==> config.mk <==
export PLATFORM = sky130hd
export DESIGN_NAME = lane_block_scheduler
export DESIGN_NICKNAME = d
export VERILOG_FILES = /design/src/rtl/lane_block_scheduler.sv
export SDC_FILE = /design/constraint.sdc
export NUM_CORES = 1
export LEC_CHECK = 0
export BUFFER_PORTS_ARGS = -buffer_cell sky130_fd_sc_hd__buf_2
export CORE_MARGIN = 5
export CORE_UTILIZATION = 60
export DETAILED_ROUTE_END_ITERATION = 8
export GPL_ROUTABILITY_DRIVEN = 0
export PLACE_DENSITY = 0.83
export SLEW_MARGIN = 20
export SYNTH_ARGS = -nofsm -noshare
export SYNTH_HDL_FRONTEND = slang
export SYNTH_SLANG_ARGS = --single-unit
==> constraint.sdc <==
create_clock -name clk -period 7.1 [get_ports clk]
set_clock_uncertainty 0.05 [all_clocks]
set_input_delay 2.13 -clock clk [delete_from_list [all_inputs] [get_ports clk]]
set_output_delay 2.13 -clock clk [all_outputs]
set_load 0.02 [all_outputs]
==> src/rtl/lane_block_scheduler.sv <==
// Spawns, moves, judges and scores falling blocks, with two slots per lane across four lanes.
// Updates take one cycle and pulses are registered. There is no backpressure: spawns into a full lane are dropped and overflow latches.
module lane_block_scheduler #(
    parameter logic [9:0] SPAWN_H    = 10'd120,
    parameter logic [9:0] BOTTOM_H   = 10'd720,
    parameter logic [9:0] HIT_LO     = 10'd600,
    parameter logic [9:0] HIT_HI     = 10'd719,
    parameter logic [3:0] MISS_LIMIT = 4'd8
) (
    input  logic        clk,
    input  logic        rst,
    input  logic        restart,
    input  logic        stop_or_endgame,
    input  logic [1:0]  level,
    input  logic [6:0]  beat_cnt,
    input  logic [3:0]  spawn_mask,
    input  logic        tick,
    input  logic [3:0]  hit_lane,
    output logic [79:0] block_h,
    output logic [7:0]  block_vld,
    output logic        hit_pulse,
    output logic        miss_pulse,
    output logic [9:0]  score,
    output logic        overflow,
    output logic        game_over
);

    localparam logic [9:0] SCORE_MAX = 10'd999;

    typedef enum logic [1:0] {S_RUN, S_HOLD, S_OVER} state_t;

    state_t      state_q, state_d;
    logic [9:0]  h_q [0:7];
    logic [9:0]  h_d [0:7];
    logic [7:0]  vld_q, vld_d;
    logic [9:0]  score_q, score_d;
    logic [3:0]  miss_cnt_q, miss_cnt_d;
    logic        overflow_q, overflow_d;
    logic        hit_pulse_q, hit_pulse_d;
    logic        miss_pulse_q, miss_pulse_d;
    logic [6:0]  prev_beat_q, prev_beat_d;

    logic        active;
    logic        beat_add;
    logic [2:0]  n_hit, n_miss;
    logic        cand0, cand1;
    logic [10:0] step_sum;
    logic [10:0] score_sum;
    logic [4:0]  miss_sum;

    always_comb begin
        state_d      = state_q;
        vld_d        = vld_q;
        score_d      = score_q;
        miss_cnt_d   = miss_cnt_q;
        overflow_d   = overflow_q;
        prev_beat_d  = beat_cnt;
        n_hit        = 3'd0;
        n_miss       = 3'd0;
        cand0        = 1'b0;
        cand1        = 1'b0;
        step_sum     = 11'd0;
        score_sum    = 11'd0;
        miss_sum     = 5'd0;
        for (int k = 0; k < 8; k++) begin
            h_d[k] = h_q[k];
        end

        active   = (state_q == S_RUN) && !stop_or_endgame;
        beat_add = (beat_cnt > prev_beat_q);

        if (active) begin
            for (int l = 0; l < 4; l++) begin
                for (int s = 0; s < 2; s++) begin
                    if (vld_q[2*l+s] && (h_q[2*l+s] >= BOTTOM_H)) begin
                        vld_d[2*l+s] = 1'b0;
                        n_miss       = n_miss + 3'd1;
                    end
                end

                // Deepest block in the window wins; equal heights favour slot 0.
                cand0 = vld_d[2*l]   && (h_q[2*l]   >= HIT_LO) && (h_q[2*l]   <= HIT_HI);
                cand1 = vld_d[2*l+1] && (h_q[2*l+1] >= HIT_LO) && (h_q[2*l+1] <= HIT_HI);
                if (hit_lane[l]) begin
                    if (cand1 && (!cand0 || (h_q[2*l+1] > h_q[2*l]))) begin
                        vld_d[2*l+1] = 1'b0;
                        n_hit        = n_hit + 3'd1;
                    end else if (cand0) begin
                        vld_d[2*l] = 1'b0;
                        n_hit      = n_hit + 3'd1;
                    end
                end

                if (tick) begin
                    for (int s = 0; s < 2; s++) begin
                        if (vld_d[2*l+s]) begin
                            step_sum    = {1'b0, h_q[2*l+s]} + {9'd0, level} + 11'd1;
                            h_d[2*l+s]  = (step_sum > {1'b0, BOTTOM_H}) ? BOTTOM_H : step_sum[9:0];
                        end
                    end
                end

                // Spawn last so a fresh block skips this tick and can reuse a slot freed above.
                if (beat_add && spawn_mask[l]) begin
                    if (!vld_d[2*l]) begin
                        vld_d[2*l] = 1'b1;
                        h_d[2*l]   = SPAWN_H;
                    end else if (!vld_d[2*l+1]) begin
                        vld_d[2*l+1] = 1'b1;
                        h_d[2*l+1]   = SPAWN_H;
                    end else begin
                        overflow_d = 1'b1;
                    end
                end
            end
        end

        score_sum  = {1'b0, score_q} + {8'd0, n_hit};
        score_d    = (score_sum > {1'b0, SCORE_MAX}) ? SCORE_MAX : score_sum[9:0];
        miss_sum   = {1'b0, miss_cnt_q} + {2'd0, n_miss};
        miss_cnt_d = (miss_sum > {1'b0, MISS_LIMIT}) ? MISS_LIMIT : miss_sum[3:0];

        hit_pulse_d  = (n_hit != 3'd0);
        miss_pulse_d = (n_miss != 3'd0);

        case (state_q)
            S_RUN: begin
                if (miss_cnt_d >= MISS_LIMIT) begin
                    state_d = S_OVER;
                end else if (stop_or_endgame) begin
                    state_d = S_HOLD;
                end
            end
            S_HOLD: begin
                if (!stop_or_endgame) begin
                    state_d = S_RUN;
                end
            end
            default: state_d = S_OVER;
        endcase

        if (restart) begin
            state_d      = S_RUN;
            vld_d        = 8'd0;
            score_d      = 10'd0;
            miss_cnt_d   = 4'd0;
            overflow_d   = 1'b0;
            hit_pulse_d  = 1'b0;
            miss_pulse_d = 1'b0;
            prev_beat_d  = 7'd0;
            for (int k = 0; k < 8; k++) begin
                h_d[k] = 10'd0;
            end
        end
    end

    always_ff @(posedge clk or posedge rst) begin
        if (rst) begin
            state_q      <= S_RUN;
            vld_q        <= 8'd0;
            score_q      <= 10'd0;
            miss_cnt_q   <= 4'd0;
            overflow_q   <= 1'b0;
            hit_pulse_q  <= 1'b0;
            miss_pulse_q <= 1'b0;
            prev_beat_q  <= 7'd0;
            for (int k = 0; k < 8; k++) begin
                h_q[k] <= 10'd0;
            end
        end else begin
            state_q      <= state_d;
            vld_q        <= vld_d;
            score_q      <= score_d;
            miss_cnt_q   <= miss_cnt_d;
            overflow_q   <= overflow_d;
            hit_pulse_q  <= hit_pulse_d;
            miss_pulse_q <= miss_pulse_d;
            prev_beat_q  <= prev_beat_d;
            for (int k = 0; k < 8; k++) begin
                h_q[k] <= h_d[k];
            end
        end
    end

    for (genvar g = 0; g < 8; g++) begin : g_flat
        assign block_h[g*10 +: 10] = h_q[g];
    end

    assign block_vld  = vld_q;
    assign hit_pulse  = hit_pulse_q;
    assign miss_pulse = miss_pulse_q;
    assign score      = score_q;
    assign overflow   = overflow_q;
    assign game_over  = (state_q == S_OVER);

endmodule

==> results of run 1 <==
## metal layers
layer | track usage (%) | up-vias | part of all wire [%]
li1 | - | 5083 | -
met1 | 40.8 | 5227 | 40
met2 | 50.8 | 683 | 46
met3 | 5.16 | 119 | 9.7
met4 | 15.1 | 0 | 4.1
met5 | 0 | - | 0
## power groups by stage
stage	clock network [mW]	logic, mW	registers, mW
6_report	0.825	0.312	0.707
5_1_grt	0.865	0.342	0.709
4_1_cts	0.833	0.307	0.705
3_5_place_dp	0	0.305	0.716
3_3_place_gp	0	0.297	0.715
2_1_floorplan	0	0.207	0.715
## worst max-delay path, delay by kind of cell (launching register included)
family	cells	cell delay [ps]
fa+ha+maj	7	2040
xor+xnor	1	140
compound gates	10	1740
buf+inv	3	230
mux	1	280
flops	1	520
simple gates	8	1040
## metrics by stage
step                util (%)  setup WS [ps]  area (um^2)  cells
finish                  68.3            988        11800   1645
global route            68.3            625        11800   1645
CTS                     68.3           1070        11800   1645
detailed placement      65.0            751        11200   1613
global placement        65.0            846        11200   1613
floorplan                  -           1330        10600   1324
## area by class of cell
class                      instances  area, um^2
clock inverter                    10        82.6
clock buffer                      22         484
tap                              225         282
inverter                         101         384
timing repair buffer             131         676
fill                            1388        5480
sequential                       114        2850
multi-input combinational       1042        7060
## registers in the layout, summed over array words and instances (netlist names)
signal	count
overflow	1
state_q	2
score	10
block_vld	8
prev_beat_q	7
miss_cnt_q	4
block_h	80
hit_pulse	1
miss_pulse	1
## placed cells by master, fill, tap and decap left out, types with 23 or more instances in the layout
master    synthesis  final
xnor2_1          26     26
o21ai_0          90     90
ha_1             78     78
buf_2            15    123
nor3_1           35     34
dfrtp_1         114    114
o211ai_1         23     23
a31oi_1          23     23
inv_1           100     99
a211oi_1         23     23
nor2b_1          24     24
nand2_1         137    137
a21oi_1          88     88
nand3_1          35     35
nor2_1           97     96
## worst max path at each step
| stage | from | cells after the start | slack [ps] | to |
|---|---|---|---|---|
| global route | block_h[15]$_DFFE_PP0P_ | 30 | 620 | state_q[0]$_DFFE_PP0P_ |
| CTS | block_h[15]$_DFFE_PP0P_ | 30 | 1070 | state_q[0]$_DFFE_PP0P_ |
| floorplan | hit_lane[0] | 17 | 1330 | score[3]$_DFF_PP0_ |
| detailed placement | hit_lane[0] | 18 | 750 | score[3]$_DFF_PP0_ |
| finish | block_h[15]$_DFFE_PP0P_ | 30 | 990 | state_q[0]$_DFFE_PP0P_ |
| global placement | hit_lane[0] | 18 | 850 | score[3]$_DFF_PP0_ |
## kinds of logic after synthesis
kind of cell	Yosys count
and+or+nand+nor	455
buffers and inverters	168
muxes	8
xor gates and xnor gates	46
adders and majority gates	88
DFF	114
AOI/OAI and AO/OA	445
==> results.ini, run 1 <==
[global_routing]
grt_pass1_vias=10500
grt_usage_pct=31.3
grt_overflow_total=0
antenna_found_initial=0
grt_pass1_wl_mm=52.1
grt_start_max_net_pins=78

[floorplanning]
initial_utilization_pct=61.1
num_rows=48
core_um2=17300
die_x_um=143
die_y_um=143
ioPinCount=124
die_area_um2=20400

[timing]
period_needed_ps=6110
fmax_ghz=0.164
final.setup.tns_ps=0
rsz0062_at_grt=no
report.final.slew_viol_count=0
setup_viol=0
worst_pin_slew_ps=885
hold_viol_final=0
whs_ps=492
timing.final.crit_share_pct=86.1
relSlewSlack_pct=40.9

[routing]
drtAntennaViolNets=0
drt_iter0_markers=1105
drc=0
wl_per_cell_um=19.2
vias_per_cell=6.76
wl_mm=31.6
firstDrtPassIters=5
dr_total_vias=11100

[clocking]
cts_resized=0
cts_tree=done
clk_latency_ps=420
hold_buffers=0
cts.clk_slew.worst_paths_ps=60
cts_buffer_depth=2
cts_buffers=17
cts.sinks=114
cts_setup_buffers=0
clockRootBuffer=clkbuf_16
htree_levels=4

[worst_setup_path]
cpPeakStageDelay_ps=520
ff2ff_path_depth=30
start_kind=flop
rrSetupSlack_ps=990
r2r-start=block_h[15]$_DFFE_PP0P_
worstSetupPathType=reg -> reg
crit_path_end_kind=flop
crit_slowest_cell=dfrtp_1
cpMostUsedCell=ha_1
cp.required_ps=7410
r2r-end=state_q[0]$_DFFE_PP0P_
worst_ep_arrival_time_ps=6420
cp_max_fo=12

[synth]
seq_area_frac_synth_pct=27.0
yosys.area.top_type_share_pct=27.0
synth_nets=1434
synth.area.top_cells=dfrtp_1 27%, ha_1 9.2%, nand2_1 4.9%
synth_cell_types=100
yosys_warnings=0
netlist_instances=1324
async_flop_share_pct=100
ys_ff_latch=114
synth-simple-area-share_pct=21.7
syn-cell-area_um2=10600
synth_mux_area_share_pct=0.793
synth_top_area_cell=dfrtp_1
synth_xor_area_share_pct=4.23
synth_top_family_by_area=compound AO/OA/AOI/OAI gates
synth_edf_count=0
synth_compound_area_share_pct=28.9
synthAdderAreaFrac_pct=11.1
syn_area_per_cell_um2=7.98
synth_most_common_cell=nand2_1
synth_common_cells=137 x nand2_1, 114 x dfrtp_1, 100 x inv_1
synth_ff_type=dfrtp_1

[pwr]
power_density_nw_per_um2=156
vdd_drop_max_mv=0.209
comb_power_share_pct=16.9
p_clk_share_pct=44.7
power_mw=1.84
cell_internal_pwr_mw=1.29
netSwitchingFraction_pct=30.3
leakage_nw=5.24
seqPwrFrac_pct=38.3
p_switching_mw=0.558

[status]
status=finished, final reports clean

[placed_design]
port_buffers=123
hpwl_mm=22.8

[finish]
syn_to_final_growth_pct=11.9
final_layout_size_suffix_gt1_share_pct=14.5
fin_nets=1517
antenna_cells=0

[worst_hold_path]
min_to=block_h[1]$_DFFE_PP0P_
hold_depth=1
worst_hold_path_type=reg -> reg
hp-start=block_h[1]$_DFFE_PP0P_

[flow_run]
drv_cap=0

(Power assumes the default switching activity.)
==> run 2, diff against run 1 <==
--- a/config.mk
+++ b/config.mk
@@ -6,6 +6,7 @@
 export NUM_CORES = 1
 export LEC_CHECK = 0
 export BUFFER_PORTS_ARGS = -buffer_cell sky130_fd_sc_hd__buf_2
+export CORE_ASPECT_RATIO = 1.2
 export CORE_MARGIN = 5
 export CORE_UTILIZATION = 60
 export DETAILED_ROUTE_END_ITERATION = 8
==> run 2 against run 1 <==
Net effect: wire length increased by 1.8%; count of clock-buffer cells in the layout decreased by 1; utilization decreased by 0.59 points; setup slack improved by 96 ps; critical path depth unchanged; first-iteration DRC count decreased by 23%.
==> results.ini, run 2 (synthesis results as in run 1) <==
[floorplanning]
die_area_um2=20400  ; about the same
ioPinCount=124  ; unchanged
initial_utilization_pct=60.6  ; was 61.1%
die_y_um=155  ; was 143 um
num_rows=53  ; was 48
core_um2=17400  ; was 17,300 um^2
die_x_um=131  ; was 143 um

[clocking]
cts_buffer_depth=2  ; unchanged
hold_buffers=0  ; unchanged
cts_resized=0  ; unchanged
cts_setup_buffers=0  ; unchanged
clockRootBuffer=clkbuf_16  ; unchanged
cts.clk_slew.worst_paths_ps=60  ; about the same
clk_latency_ps=430  ; was 420 ps
cts_tree=done  ; unchanged
cts_buffers=17  ; unchanged
htree_levels=4  ; unchanged
cts.sinks=114  ; unchanged

[routing]
drt_iter0_markers=847  ; was 1,105
dr_total_vias=11100  ; about the same
drtAntennaViolNets=0  ; unchanged
wl_per_cell_um=19.6  ; was 19.2 um
wl_mm=32.2  ; was 31.6 mm
vias_per_cell=6.74  ; was 6.76
firstDrtPassIters=8  ; was 5
drc=0  ; unchanged

[finish]
final_common_cell=nand2_1  ; unchanged
seqCellArea_um2=2850  ; unchanged
fin_nets=1519  ; was 1,517
largest_reg_flops=80  ; unchanged
n_fill_cell=1459  ; was 1,388
fin_util_pct=67.8  ; was 68.3%
final_cell_mix=137 x nand2_1, 123 x buf_2, 114 x dfrtp_1  ; unchanged
multiInputGateArea_um2=7060  ; about the same
final_layout_size_suffix_gt1_share_pct=14.6  ; was 14.5%
syn_to_final_growth_pct=11.9  ; about the same

[timing]
rsz0062_at_grt=no  ; unchanged
setup_viol=0  ; unchanged
report.final.slew_viol_count=0  ; unchanged
timing.final.crit_share_pct=84.7  ; was 86.1%
whs_ps=440  ; was 492 ps
relSlewSlack_pct=39.0  ; was 40.9%
period_needed_ps=6020  ; was 6110 ps
worst_pin_slew_ps=892  ; was 885 ps
fmax_ghz=0.166  ; was 0.164 GHz
hold_viol_final=0  ; unchanged
final.setup.tns_ps=0  ; unchanged

[flow_run]
drv_cap=0  ; unchanged

[global_routing]
grt_pass1_vias=10800  ; was 10.5k
antenna_found_initial=0  ; unchanged
grt_overflow_total=0  ; unchanged
grt_usage_pct=31.0  ; was 31.3%
grt_start_max_net_pins=64  ; was 78
grt_pass1_wl_mm=52.4  ; was 52.1 mm

[status]
status=finished, final reports clean  ; unchanged

[worst_setup_path]
cpMostUsedCell=ha_1  ; unchanged
worst_ep_arrival_time_ps=6330  ; was 6420 ps
crit_slowest_cell=dfrtp_1  ; unchanged
crit_path_end_kind=flop  ; unchanged
worstSetupPathType=reg -> reg  ; unchanged
cp_max_fo=12  ; unchanged
cpPeakStageDelay_ps=530  ; was 520 ps
start_kind=flop  ; unchanged
cp.required_ps=7410  ; about the same

[pwr]
power_mw=1.84  ; about the same
power_density_nw_per_um2=156  ; about the same
vdd_drop_max_mv=0.145  ; was 0.209 mV
leakage_nw=5.26  ; was 5.24 nW

[worst_hold_path]
worst_hold_path_type=reg -> reg  ; unchanged

[placed_design]
port_buffers=123  ; unchanged
hpwl_mm=22.9  ; was 22.8 mm

run 2: metrics by stage:
stage | cells | worst slack (ps) | instance area [um^2]
final | 1643 | 1080 | 11800
after CTS | 1642 | 1100 | 11800
after global routing | 1642 | 585 | 11800
after floorplan | 1324 | 1330 | 10600
after detailed placement | 1610 | 810 | 11300
after global placement | 1610 | 942 | 11300
run 2: path summary, 6_finish.rpt:
path / start / endpoint / slack, ps / depth (start not counted)
setup reg to reg: block_h[15]$_DFFE_PP0P_ / state_q[0]$_DFFE_PP0P_ / 1080 / 30
hold reg to reg: overflow$_DFFE_PP0P_ / overflow$_DFFE_PP0P_ / 440 / 1
setup / recovery: block_h[15]$_DFFE_PP0P_ / state_q[0]$_DFFE_PP0P_ / 1080 / 30
max in group asynchronous: rst / block_h[79]$_DFFE_PP0P_ / 3950 / 3
min in group asynchronous: rst / block_h[41]$_DFFE_PP0P_ / 1750 / 2
hold / removal: overflow$_DFFE_PP0P_ / overflow$_DFFE_PP0P_ / 440 / 1
run 2: critical path, delay by kind of cell, from the launching register on:
kind / cells / cell delay, ps
AOI/OAI and AO/OA: 10 / 1670
xor gates and xnor gates: 1 / 150
adders and majority gates: 7 / 2060
buffers and inverters: 3 / 190
DFF: 1 / 530
muxes: 1 / 270
and+or+nand+nor: 8 / 1020
run 2: layout make-up:
| class | instances | area share [%] |
|---|---|---|
| multi-input combinational | 1042 | 59.7 |
| sequential | 114 | 24.1 |
| timing repair buffer | 133 | 5.84 |
| clock buffer | 21 | 3.98 |
| inverter | 101 | 3.23 |
| tap | 220 | 2.33 |
| clock inverter | 11 | 0.731 |
| antenna | 1 | 0.0212 |
run 2: layer usage:
metal  track usage, %  share of wire, %
met5                0                 0
met4             17.7               5.6
met3             7.08               8.9
met2             51.1                47
met1             37.4                38
run 2: power by group:
group | switching [mW] | total [mW] | leakage, nW | internal [mW]
Sequential | 0.0390 | 0.706 | 1.57 | 0.667
Clock | 0.320 | 0.823 | 0.282 | 0.503
Combinational | 0.209 | 0.314 | 3.41 | 0.105
